### config.mk
export PLATFORM = sky130hd
export DESIGN_NAME = spi_video_rx
export DESIGN_NICKNAME = d
export VERILOG_FILES = /design/src/rtl/spi_video_rx.sv
export SDC_FILE = /design/constraint.sdc
export NUM_CORES = 1
export LEC_CHECK = 0
export CORE_AREA = 2 2 78 80
export DETAILED_ROUTE_END_ITERATION = 10
export DIE_AREA = 0 0 80 82
export GPL_ROUTABILITY_DRIVEN = 0
export HOLD_SLACK_MARGIN = 0.12
export PLACE_DENSITY = 0.74
export SLEW_MARGIN = 20
export SYNTH_ARGS = -nofsm -noshare
export SYNTH_HDL_FRONTEND = slang
export SYNTH_SLANG_ARGS = --single-unit
### constraint.sdc
create_clock -name CLK_40 -period 1.9 [get_ports CLK_40]
set_clock_uncertainty 0.15 [all_clocks]
set_input_delay 0.285 -clock CLK_40 [delete_from_list [all_inputs] [get_ports CLK_40]]
set_output_delay 0.285 -clock CLK_40 [all_outputs]
set_load 0.02 [all_outputs]
### src/rtl/spi_video_rx.sv
// spi_video_rx: SPI MISO receive stage for the video frame banks.
// Hunts for a bit-aligned header, deserializes the payload MSB-first into
// bytes and writes them into the bank that was writable at header time.
// Optional trailer checksum: define VIDEO_RX_CHECKSUM_EN.
module spi_video_rx #(
   parameter int unsigned FRAME_BYTES = 9600,
   parameter int unsigned ADDR_W      = 14,
   parameter logic [7:0]  HEADER      = 8'hFF
) (
   input  logic              CLK_40,
   input  logic              reset,
   input  logic              SPI_clk_en,
   input  logic              chip_select,
   input  logic              MISO,
   input  logic              write_bank1,
   input  logic              write_bank2,
   output logic              wr_en,
   output logic              wr_bank,
   output logic [ADDR_W-1:0] wr_addr,
   output logic [7:0]        wr_data,
   output logic              video_data_ready,
   output logic              frame_abort,
   output logic              busy
);

   typedef enum logic [2:0] {
      ST_IDLE,
      ST_HUNT,
      ST_PAYLOAD,
`ifdef VIDEO_RX_CHECKSUM_EN
      ST_CHECK,
`endif
      ST_DONE
   } state_t;

   localparam logic [ADDR_W-1:0] LAST_ADDR = ADDR_W'(FRAME_BYTES - 1);

   state_t              state_q, state_d;
   logic [7:0]          sr_q, sr_d;
   logic [7:0]          byte_q, byte_d;
   logic [2:0]          bitcnt_q, bitcnt_d;
   logic [ADDR_W-1:0]   bytecnt_q, bytecnt_d;
   logic                bank_q, bank_d;
   logic                wr_en_q, wr_en_d;
   logic [ADDR_W-1:0]   wr_addr_q, wr_addr_d;
   logic [7:0]          wr_data_q, wr_data_d;
   logic                rdy_q, rdy_d;
   logic                abort_q, abort_d;
`ifdef VIDEO_RX_CHECKSUM_EN
   logic [7:0]          xor_q, xor_d;
`endif

   logic       sample;
   logic [7:0] sr_shift;
   logic [7:0] byte_shift;

   assign sample     = SPI_clk_en & ~chip_select;
   assign sr_shift   = {sr_q[6:0], MISO};
   assign byte_shift = {byte_q[6:0], MISO};

   // Next-state and registered-output decode
   always_comb begin
      state_d   = state_q;
      sr_d      = sr_q;
      byte_d    = byte_q;
      bitcnt_d  = bitcnt_q;
      bytecnt_d = bytecnt_q;
      bank_d    = bank_q;
      wr_en_d   = 1'b0;
      wr_addr_d = wr_addr_q;
      wr_data_d = wr_data_q;
      rdy_d     = 1'b0;
      abort_d   = 1'b0;
`ifdef VIDEO_RX_CHECKSUM_EN
      xor_d     = xor_q;
`endif
      case (state_q)
         ST_IDLE: begin
            sr_d = '0;
            if (!chip_select) state_d = ST_HUNT;
         end
         ST_HUNT: begin
            if (chip_select) begin
               state_d = ST_IDLE;
            end else if (sample) begin
               sr_d = sr_shift;
               if (sr_shift == HEADER) begin
                  if (write_bank1 || write_bank2) begin
                     // bank 1 wins when both are writable
                     bank_d    = ~write_bank1;
                     bitcnt_d  = '0;
                     bytecnt_d = '0;
                     byte_d    = '0;
`ifdef VIDEO_RX_CHECKSUM_EN
                     xor_d     = '0;
`endif
                     state_d   = ST_PAYLOAD;
                  end else begin
                     abort_d = 1'b1;
                     sr_d    = '0;
                  end
               end
            end
         end
         ST_PAYLOAD: begin
            if (chip_select) begin
               abort_d = 1'b1;
               state_d = ST_IDLE;
            end else if (sample) begin
               byte_d   = byte_shift;
               bitcnt_d = bitcnt_q + 3'd1;
               if (bitcnt_q == 3'd7) begin
                  wr_en_d   = 1'b1;
                  wr_data_d = byte_shift;
                  wr_addr_d = bytecnt_q;
                  bytecnt_d = bytecnt_q + 1'b1;
`ifdef VIDEO_RX_CHECKSUM_EN
                  xor_d     = xor_q ^ byte_shift;
                  if (bytecnt_q == LAST_ADDR) state_d = ST_CHECK;
`else
                  if (bytecnt_q == LAST_ADDR) state_d = ST_DONE;
`endif
               end
            end
         end
`ifdef VIDEO_RX_CHECKSUM_EN
         ST_CHECK: begin
            if (chip_select) begin
               abort_d = 1'b1;
               state_d = ST_IDLE;
            end else if (sample) begin
               byte_d   = byte_shift;
               bitcnt_d = bitcnt_q + 3'd1;
               if (bitcnt_q == 3'd7) begin
                  if (byte_shift == xor_q) begin
                     state_d = ST_DONE;
                  end else begin
                     abort_d = 1'b1;
                     sr_d    = '0;
                     state_d = ST_HUNT;
                  end
               end
            end
         end
`endif
         ST_DONE: begin
            rdy_d   = 1'b1;
            sr_d    = '0;
            state_d = chip_select ? ST_IDLE : ST_HUNT;
         end
         default: state_d = ST_IDLE;
      endcase
   end

   // State and output registers
   always_ff @(posedge CLK_40 or negedge reset) begin
      if (!reset) begin
         state_q   <= ST_IDLE;
         sr_q      <= '0;
         byte_q    <= '0;
         bitcnt_q  <= '0;
         bytecnt_q <= '0;
         bank_q    <= 1'b0;
         wr_en_q   <= 1'b0;
         wr_addr_q <= '0;
         wr_data_q <= '0;
         rdy_q     <= 1'b0;
         abort_q   <= 1'b0;
`ifdef VIDEO_RX_CHECKSUM_EN
         xor_q     <= '0;
`endif
      end else begin
         state_q   <= state_d;
         sr_q      <= sr_d;
         byte_q    <= byte_d;
         bitcnt_q  <= bitcnt_d;
         bytecnt_q <= bytecnt_d;
         bank_q    <= bank_d;
         wr_en_q   <= wr_en_d;
         wr_addr_q <= wr_addr_d;
         wr_data_q <= wr_data_d;
         rdy_q     <= rdy_d;
         abort_q   <= abort_d;
`ifdef VIDEO_RX_CHECKSUM_EN
         xor_q     <= xor_d;
`endif
      end
   end

   assign wr_en            = wr_en_q;
   assign wr_bank          = bank_q;
   assign wr_addr          = wr_addr_q;
   assign wr_data          = wr_data_q;
   assign video_data_ready = rdy_q;
   assign frame_abort      = abort_q;
`ifdef VIDEO_RX_CHECKSUM_EN
   assign busy = (state_q == ST_PAYLOAD) || (state_q == ST_CHECK);
`else
   assign busy = (state_q == ST_PAYLOAD);
`endif

endmodule
; ---- After elaboration in Yosys (flattened, before gate mapping)
; Cells that the tools add are included.
[op_classes]
addsub = 2
n_eq_ne = 20
muxes = 49
bitwise = 3
reduce_logical = 11
[ops]
columns = operator, count
row1 = $mux 14, 7
row2 = $mux 7, 10
row3 = $mux 3, 15
row4 = $pmux 14 s2, 1
row5 = $pmux 7 s2, 2
row6 = $add 14x1->14 const B, 1
row7 = $eq 14x14->1 const B, 1
row8 = $reduce_and 7->1, 2
row9 = $ne 2x2->1 const B, 6
row10 = $pmux 3 s4, 1
row11 = $mux 1, 11
row12 = $ne 3x2->1 const B, 3
row13 = $ne 3x3->1 const B, 3
row14 = $eq 8x8->1 const B, 1
row15 = $reduce_and 8->1, 1
row16 = $eq 3x2->1 const B, 2
row17 = $pmux 3 s2, 1
row18 = $reduce_and 5->1, 1
row19 = $ne 2x1->1 const B, 2
row20 = $reduce_and 4->1, 1
row21 = $reduce_bool 2->1, 2
row22 = $add 3x1->3 const B, 1
row23 = $eq 3x1->1 const B, 1
row24 = $eq 3x3->1 const B, 1
row25 = 7 further kinds, 8
[totals]
reg_bits = 60
input_bits = 7
out_inout_bits = 27
word_cells = 96

; ---- Logic depth before layout (Yosys ltp)
[depth]
word_depth = 6
ltp_mapped = 8
ltp_nobuf = 7

; ---- Least setup slack after synthesis
; OpenSTA, ideal clock, no wires.
[synth_path]
path_type = reg2reg
startpoint = register state_q[0]
endpoint = register bytecnt_q[2]
setup_ps = 124
t_arrival_ps = 1838
required_ps = 1626
slack_ps = -212
stages_incl_launch_ff = 9
n_path_buf = 1
period_less_slack_ps = 2112
path_cell_list = dfrtp_1 > inv_1 > ha_1 > a21o_1 > o21ai_2 > nand4_2 > clkbuf_1 > nor3_1 > a211o_1
[synth_between]
elab_chain_len = 3
elab_cells_between_ends = 12
cone_classes = 9 x eq/ne / 1 x mux / 2 x reduce/logical
[synth_lines]
columns = element, line_no
row1 = from (decl), 38  ; state_t state_q, state_d;
row2 = from (signal assigned), 173  ; state_q <= state_d;
row3 = $eq 3x2->1 (*), --
row4 = named net busy, 23  ; output logic busy
row5 = "$ne 2x1->1 (no line), or another cell as far along", --
row6 = $reduce_and 8->1 (no line), --
row7 = to (signal assigned), 177  ; bytecnt_q <= bytecnt_d;
row8 = to (decl), 42  ; logic [ADDR_W-1:0] bytecnt_q, bytecnt_d;
; The timed path passes the listed nets; every way through them passes the cells marked *.
; A chain may end at the register's enable or synchronous reset.

; ---- Worst setup path after layout
[layout_path]
startpoint = register state_q[0]
endpoint = register bytecnt_q[12]
[layout_between]
elab_chain_len = 3
elab_cells_between_ends = 12
cone_classes = 9 x eq/ne / 1 x mux / 2 x reduce/logical
[layout_lines]
columns = element, line_no
row1 = $eq 3x2->1 / $eq 3x1->1 (equally long branches), 77  ; case (state_q)
row2 = "$ne 2x1->1 (no line), or another cell as far along", --
row3 = $reduce_and 8->1 (no line), --
; Parallel ways exist; a longest one is shown, timed or not.

==> reports/qor.txt <==
dominant cell by count in the synthesized netlist: dfrtp_1
worst-case setup slack after placement: -0.418 ns
Static Leakage: 1.79 nW
insertion delay to the later sink of the worst-skew pair: 0.34 ns
number of vias in the routed layout: 2238
number of hold violations in the final report: 0
detailed-router iteration count before antenna repair: 4
share of the core filled with cells in the final layout: 67.2%
Top Family by Delay on Critical Path: simple AND/OR/NAND/NOR gates
number of sinks driven by the clock tree: 59
Detailed Route WL: 6000 um
peak supply drop: 0.856 mV
share of post-route cells with drive strength above 1: 32.0%
fraction of the yosys area taken by sequential cells: 53.5%
class of the most critical setup path: flip-flop to flip-flop
buffer levels on the longest clock path: 2
sum of overflow across all layers after global routing: 0
type of element launching the critical path: flip-flop
most frequently used flop master after synthesis: dfrtp_1
Synth Net Count: 262
mean instance size in the synthesized netlist: 11.2 um2
die outline width: 80 um
unrepaired setup endpoints after global routing: true
synthesized instance count: 247
Routed met1 length: 2620 um
switching portion of total power: 33.8%
sort of element at the end of the critical path: flip-flop
Clock H-tree levels: 3
sequential share of power: 32.2%
std cell rows: 28
PortBufs: 33
max capacitance violation total: 0
die footprint: 0.00656 mm2
first-pass GRT wire length: 9860 um
ratio of total power to cell area: 1240 mW/mm2
WL/cell: 15.0 um
clock-pin slew of the registers on the worst-case setup and hold paths: 0.07 ns
register-to-register setup slack: -0.05 ns
initial core utilization: 48.0%
routed wire length on met3: 279 um
number of design rule violations left after detail routing: 0
count of antenna diodes in the layout: 0
worst path setup slack after routing: -0.0535 ns
crit-path cells: inv_2 -> ha_4 -> a21o_1 -> o21ai_4 -> nand4_4 -> or4b_1 -> nand3_1
antenna violations before repair: 0
clock buffers created by TritonCTS: 9
number of global-route vias before repair: 2131
required time at the endpoint of the critical path: 2.03 ns
nets: 335
Internal Power: 3.16 mW
Async SR Flop Fraction: 100%
clock tree from TritonCTS: built
number of warnings reported in the yosys synthesis log: 0
flop and latch count out of synthesis: 59
netlist area before placement: 0.00276 mm2
count of fill cells added during filler insertion: 447
headroom to the max-slew limit: 71.3%
synthesis-to-layout area growth: 40.1%
EDFF count, synth: 0
fraction of the cycle the final worst path needs: 103%
cell accounting for the most synthesized area: dfrtp_1
Antenna Nets Post-Route: 0
buffer and inverter count on the worst path: 1
switching power: 1.61 mW
largest net degree at the start of global routing: 60
cell types occupying the most area after synthesis: dfrtp_1 (54%), mux2_2 (9.0%), nand2_1 (5.2%), ha_1 (3.6%), nand3_1 (2.9%)
final critical delay including setup and external delays: 1.95 ns
Hold/Removal Path Class: input port to asynchronous set/reset pin
share of the synthesized area in the top cell type: 53.5%
worst endpoint data arrival time: 2.08 ns
routed wl met2: 2940 um
Least-Margin Pin Slew: 0.426 ns
critical path peak fanout: 6
Synth cell types: 41
io pins: 34
Avg Vias per Cell: 5.60
worst stage delay on the critical path: 0.50 ns
top layer used by detailed routing: met4
clock share of power: 27.1%
commonest cells in the netlist: dfrtp_1 (59), nand2_1 (38), mux2_2 (22)
chip height: 82 um
Comb power frac: 40.7%
count of pins over their slew limit: 0
violated checks: negative setup slack
slowest stage cell on the critical path: or4b_1
violation count after the first detailed-routing iteration: 142
Max Freq: 0.512 GHz
total routing resource utilization after global routing: 19.9%
total design power: 4.78 mW
Clock Tree Root: clkbuf_8
area of the core: 0.00575 mm2
detailed placer's ending HPWL: 3820 um
setup-violating endpoint count in the final report: 10
outcome: finished, violations left
## path summary, 6_finish.rpt
check	startpoint	endpoint	depth (start not counted)
min in group CLK_40	byte_q[6]$_DFFE_PN0P_	byte_q[6]$_DFFE_PN0P_	2
setup reg to reg	state_q[0]$_DFFE_PN0P_	bytecnt_q[12]$_DFFE_PN0P_	7
max in group asynchronous	reset	wr_data[0]$_DFFE_PN0P_	3
hold / removal	reset	state_q[0]$_DFFE_PN0P_	3
setup / recovery	state_q[0]$_DFFE_PN0P_	bytecnt_q[12]$_DFFE_PN0P_	7
hold reg to reg	byte_q[6]$_DFFE_PN0P_	byte_q[6]$_DFFE_PN0P_	2
## flip-flops by register name (all words and copies together), names as in the netlist
signal            count
state_q               2
byte_q                7
video_data_ready      1
wr_en                 1
wr_data               8
sr_q                  7
bitcnt_q              3
frame_abort           1
wr_bank               1
bytecnt_q            14
wr_addr              14
## worst register-to-register path: stages, from the launching register on
cell	delay, ns
dfrtp_1	0.39
inv_2	0.09
ha_4	0.21
a21o_1	0.19
o21ai_4	0.08
nand4_4	0.19
or4b_1	0.51
nand3_1	0.09
## cell usage in the layout, fill, tap and decap left out, types with 3 or more instances in the layout
master and n:
dfrtp_1 58, nand2_1 37, clkdlybuf4s50_1 31, buf_4 30, mux2_2 22, nand3_1 16, clkbuf_8 11, o21ai_0 10
a22o_1 9, and3_1 6, nand4_1 5, o21ai_1 5, nand3b_1 5, ha_1 5, nor2_1 4, buf_6 4
inv_2 3, a21o_1 3, nand2b_1 3, and2_1 3, or4b_1 3, o221ai_1 3, clkinv_2 3
## routing by layer
metal | vias to the layer above | GRT usage (%)
met5 | - | 0
met3 | 14 | 3.96
met1 | 1111 | 25.8
li1 | 1053 | -
met4 | 0 | 11.2
met2 | 60 | 31.3
## logic make-up (layout without fill, tap and decap cells)
family                     after synthesis  after routing  synth area share, %
AOI/OAI and AO/OA                       47             47                 12.3
muxes                                   22             22                 8.98
adders and majority gates                8              8                 3.63
and+or+nand+nor                         96             97                 19.1
buffers and inverters                   15             92                 2.50
DFF                                     59             59                 53.5
## what timing repair did
| item | 4_1_cts | 5_1_grt |
|---|---|---|
| pin swaps | 5 | 8 |
| gates cloned | 2 | 0 |
| setup buffers | 6 | 2 |
| setup endpoints to repair | 37 | 45 |
| resized for setup | 15 | 25 |
| hold buffers | 1 | 0 |
| endpoints found under the hold margin | 59 | 0 |
## power by group through the flow
stage,clock (mW),sequential (mW),combinational [mW]
3_5_place_dp,0,1.57,1.29
3_3_place_gp,0,1.55,1.25
5_1_grt,1.37,1.56,2.09
6_report,1.29,1.54,1.95
4_1_cts,1.31,1.54,1.72
2_1_floorplan,0,1.59,0.739
## layout make-up
cell class	count	area (um2)	area share (%)
inverters	4	15.0	0.389
well taps	75	93.8	2.43
clock inverters	5	75.1	1.94
clock buffers	11	151	3.92
repair buffers	72	683	17.7
multi-input cells	174	1370	35.4
flip-flops and latches	59	1480	38.3
## stage by stage
stage	cells	area, um2	hold WS, ns	setup TNS, ns
final	400	3860	0.326	-0.277
after global routing	400	3860	0.356	-3.06
after CTS	398	3760	0.335	-0.501
after detailed placement	373	3370	0.164	-7.88
after global placement	373	3370	0.162	-6.11
after floorplan	247	2770	-0.161	0
Power figures use the tool's default switching activity.
